### src/rtl/sysid_check_timer.sv
// Stall counter: counts enabled cycles, flags the cycle that would be the LIMIT-th stall.
module sysid_check_timer #(
    parameter int LIMIT = 255,
    localparam int W    = $clog2(LIMIT + 1)
) (
    input  logic clock,
    input  logic reset_n,
    input  logic clear,
    input  logic enable,
    output logic expired
);

    logic [W-1:0] count;

    always_ff @(posedge clock or negedge reset_n) begin
        if (!reset_n)
            count <= '0;
        else if (clear)
            count <= '0;
        else if (enable)
            count <= count + 1'b1;
    end

    // Asserted during the stall cycle whose edge completes LIMIT stalls.
    assign expired = enable && (count == W'(LIMIT - 1));

endmodule

### config.mk
export PLATFORM = sky130hd
export DESIGN_NAME = sysid_check_timer
export DESIGN_NICKNAME = d
export VERILOG_FILES = /design/src/rtl/sysid_check_timer.sv
export SDC_FILE = /design/constraint.sdc
export NUM_CORES = 1
export LEC_CHECK = 0
export ABC_AREA = 1
export BUFFER_PORTS_ARGS = -buffer_cell sky130_fd_sc_hd__buf_2
export CAP_MARGIN = 20
export CORE_MARGIN = 2
export CORE_UTILIZATION = 35
export CTS_CLUSTER_SIZE = 20
export DETAILED_ROUTE_END_ITERATION = 10
export SETUP_SLACK_MARGIN = 0.02
export SLEW_MARGIN = 20
export SYNTH_ARGS = -nofsm -noshare
export SYNTH_HDL_FRONTEND = slang
export SYNTH_SLANG_ARGS = --single-unit
### constraint.sdc
create_clock -name clock -period 2.67 [get_ports clock]
set_input_delay 0.4005 -clock clock [delete_from_list [all_inputs] [get_ports clock]]
set_output_delay 0.4005 -clock clock [all_outputs]
set_load 0.005 [all_outputs]
### After elaboration in Yosys (flattened, before gate mapping)

Index checks and enable logic that the tools add are counted.

* register bits: 8
* memory bits (read-only): 0
* bits in latches: 0
* word-level logic and storage cells: 7
* output and inout bits: 1
* input port bits: 4
* memory bits (writable): 0
* memories: 0

* order comparisons: 0
* add/sub/neg operators: 1
* multiplexer cells: 2
* shift-type cells: 0
* reduce and logical (&&, ||, !) cells: 2
* div/mod/pow operators: 0
* eq/ne operators: 1
* multipliers: 0
* bitwise gates (word level): 0

Operator list (count)
* two-way mux 8 bit: 2
* adder 8 x 1 -> 8 bit, second input constant: 1
* == test 8 bit, second input constant: 1
* nonzero test 2 bit: 1
* logical AND 1 bit: 1

### Longest topological paths before layout

* depth in word-level cells: 3
* mapped depth: 6
* gate-level depth less buffers: 6

### Least setup slack after synthesis

OpenSTA, ideal clock, no wires.

* path kind: register -> output
* start: register count[0]
* end: output expired
* path slack: 1.386 ns
* arrival: 0.884 ns
* stages on the path, launching flop included: 5
* cells stage by stage: dfrtp_1 inv_1 ha_1 nand3_1 nor3_1

* word-level cells in the longest chain between the ends: 2

Ends and longest elaborated chain
* start: declaration: line 13 `logic [W-1:0] count;`
* start signal: assignment: line 21 `count <= count + 1'b1;`
* == test 8 bit: line 25 `assign expired = enable && (count == W'(LIMIT - 1));`
* logical AND 1 bit: line 25
* end: declaration: line 10 `output logic expired`

Every way passes these cells.

### Worst setup path after layout

Ends and elaborated chain as after synthesis.

==> results.md <==
* RSZ-0062 raised after global routing: false
* Register area share after synthesis at 42.22%
* TritonRoute pass-1 iters at 4
* Met2 Use GR at 17.97%
* Synth top area cells: dfrtp_1 42%, nand2_1 14%, nor2_1 8.7%
* I/O Buffers at 4
* FP Rows at 13
* Slew @ Worst Pin at 0.2628 ns
* Worst EP arrival at 1.30 ns
* Postcts setup bufs at 0
* Pwr per Cell Area at 527.4 nW/µm²
* Most frequent cells in the layout: 18 x nand2_1, 11 x nor2_1, 8 x inv_1, 8 x dfrtp_1, 6 x nand3_1
* Hold path start: clear
* Wire length per cell at 10.43 µm
* CP Class: register to primary output
* DR iter-0 viols at 16
* Starting Density at 36.90%
* Final Skew at 0.004205 ns
* Hold Fails Final Rpt at 0
* Number of routed nets with antenna violations at 0
* DRC viols at 0
* Total track usage at 13.59%
* Startpoint types: register
* Initial antenna violation count at 0
* Max Transition Viols Final at 0
* CTS H-Tree Depth at 1
* DR vias at 428
* DPL Wire Length at 686.4 µm
* GR peak layer: met2
* Max-cap viol count at 0
* Post-CTS resize count at 0
* Area growth, synth to finish at 15.04%
* Met3 global-route usage at 8.152%
* HP Class: input pin to register
* Max clock buf depth at 2
* Post-synthesis sequential element count at 8
* Grt total ovfl at 0
* Top reg by flops: count
* Critical Path End Type: primary output
* Final period util at 63.54%
* Top Registers: count x8
* Die ar. at 1665 µm²
* Worst relative slew slack at 82.48%
* Final net count at 80
* WP data required at 2.27 ns
* Synth warn at 0
* Filler cell count at 128
* Setup tns final at 0 ns
* I/O pins at 5
* CTS buffer count at 3
* Reg2reg end: count[6]
* Detailed-route vias per instance at 4.920
* Syn_nets at 70
* Mapped Area at 474.2 µm²
* Worst VDD drop at 269.4 µV
* Largest area contributor in the netlist: dfrtp_1
* Worst hold slack at 0.4549 ns
* Diodes inserted at 0
* Vias in the first global route at 326
* First-pass GRT wire length at 1.386 mm
* Util after Layout at 42.45%
* Max reg flops at 8
* Pin count of the biggest net entering global routing at 9
* Commonest non-fill, non-tap cell in the layout: nand2_1
* Final Setup Violations at 0
* CTS sink count at 8
* Achievable Freq at 589.5 MHz
* Synth top area share at 42.22%
* Netlist cell types at 14
* Final min period at 1.696 ns
* CTS tree: done
* Final Wtd Congestion at 0.7458
* Clk_lat worst skew at 0.25 ns
* Worst reg2reg setup slack at 1.51 ns
* Final wirelength at 907 µm
* Share of layout cells above drive strength 1 at 16.67%
* Status: finished clean
* Core ar. at 1285 µm²
* Hold EP: count[4]
* Syn Area/Cell at 7.409 µm²
* Leakage at 0.2595 nW
* Root buffer selected by CTS: clkbuf_4
* Reg clk slew, reported paths at 0.05 ns
* Die W at 40.81 µm
* Die Span Y at 40.81 µm
* Met1 Track Usage GR at 17.73%
* Cells after synthesis at 64
* Worst-case reg-to-reg path depth at 6
* Worst r2r src: count[1]
* Largest fanout on the critical path at 4
* Hold path cells at 4
## timing repair
item,CTS,global route
hold endpoints to repair,8,0
hold buffers,1,0
setup endpoints to repair,0,0
## cells in the mapped netlist (all sizes together)
| master | n |
|---|---|
| dfrtp | 8 |
| nor2 | 14 |
| nor3 | 1 |
| ha | 2 |
| nand4 | 2 |
| a21oi | 3 |
| inv | 8 |
| nand3 | 7 |
| o21ai | 1 |
| nand2 | 18 |
## stage by stage
| step | power [mW] | cell area, µm² | instances | worst slack (ns) |
|---|---|---|---|---|
| final | 0.2877 | 545.5 | 87 | 0.9736 |
| after global routing | 0.3129 | 545.5 | 87 | 0.8461 |
| after CTS | 0.2925 | 545.5 | 87 | 0.9590 |
| after detailed placement | 0.1985 | 513.0 | 83 | 1.230 |
| after global placement | 0.1999 | 513.0 | 83 | 1.268 |
| after floorplan | 0.1824 | 474.2 | 64 | 1.386 |
## area by class of cell
cell class,instances,area (µm²),share of cell area [%]
Inverter,8,30.03,5.505
Tap cell,15,18.77,3.440
Sequential cell,8,200.2,36.70
Timing Repair Buffer,5,30.03,5.505
Clock buffer,3,22.52,4.128
Multi-Input combinational cell,48,244.0,44.72
## cells by family after synthesis
kind of cell	after synthesis	share of synthesized area (%)
buf+inv	8	6.333
fa+ha+maj	2	5.276
compound gates	4	5.013
simple gates	42	41.16
flops	8	42.22
## where the power goes
part / internal (mW) / leakage (nW) / total [mW] / switching, mW
combinational: 0.0173 / 0.136 / 0.0471 / 0.0298
clock: 0.0513 / 0.0138 / 0.0904 / 0.0391
sequential: 0.134 / 0.109 / 0.150 / 0.0162
## layer usage
metal | wire (µm) | vias to the layer above
met4 | 10 | 0
met1 | 426 | 193
met5 | 0 | -
li1 | - | 220
met3 | 62 | 2
met2 | 408 | 13
## critical path, cell delays in order (launching register included)
cell	delay (ns)
dfrtp_1	0.40
inv_1	0.12
ha_1	0.15
nand3_1	0.06
nor3_1	0.17
buf_2	0.14
## worst max-delay path by stage
| stage | start | end | slack, ns |
|---|---|---|---|
| finish | count[0] | expired | 0.97 |
| global route | count[0] | expired | 0.85 |
| CTS | count[0] | expired | 0.96 |
| detailed placement | count[0] | expired | 1.23 |
| global placement | count[0] | expired | 1.27 |
| floorplan | count[0] | expired | 1.39 |
Note: power is estimated with default switching activity, not from simulation.
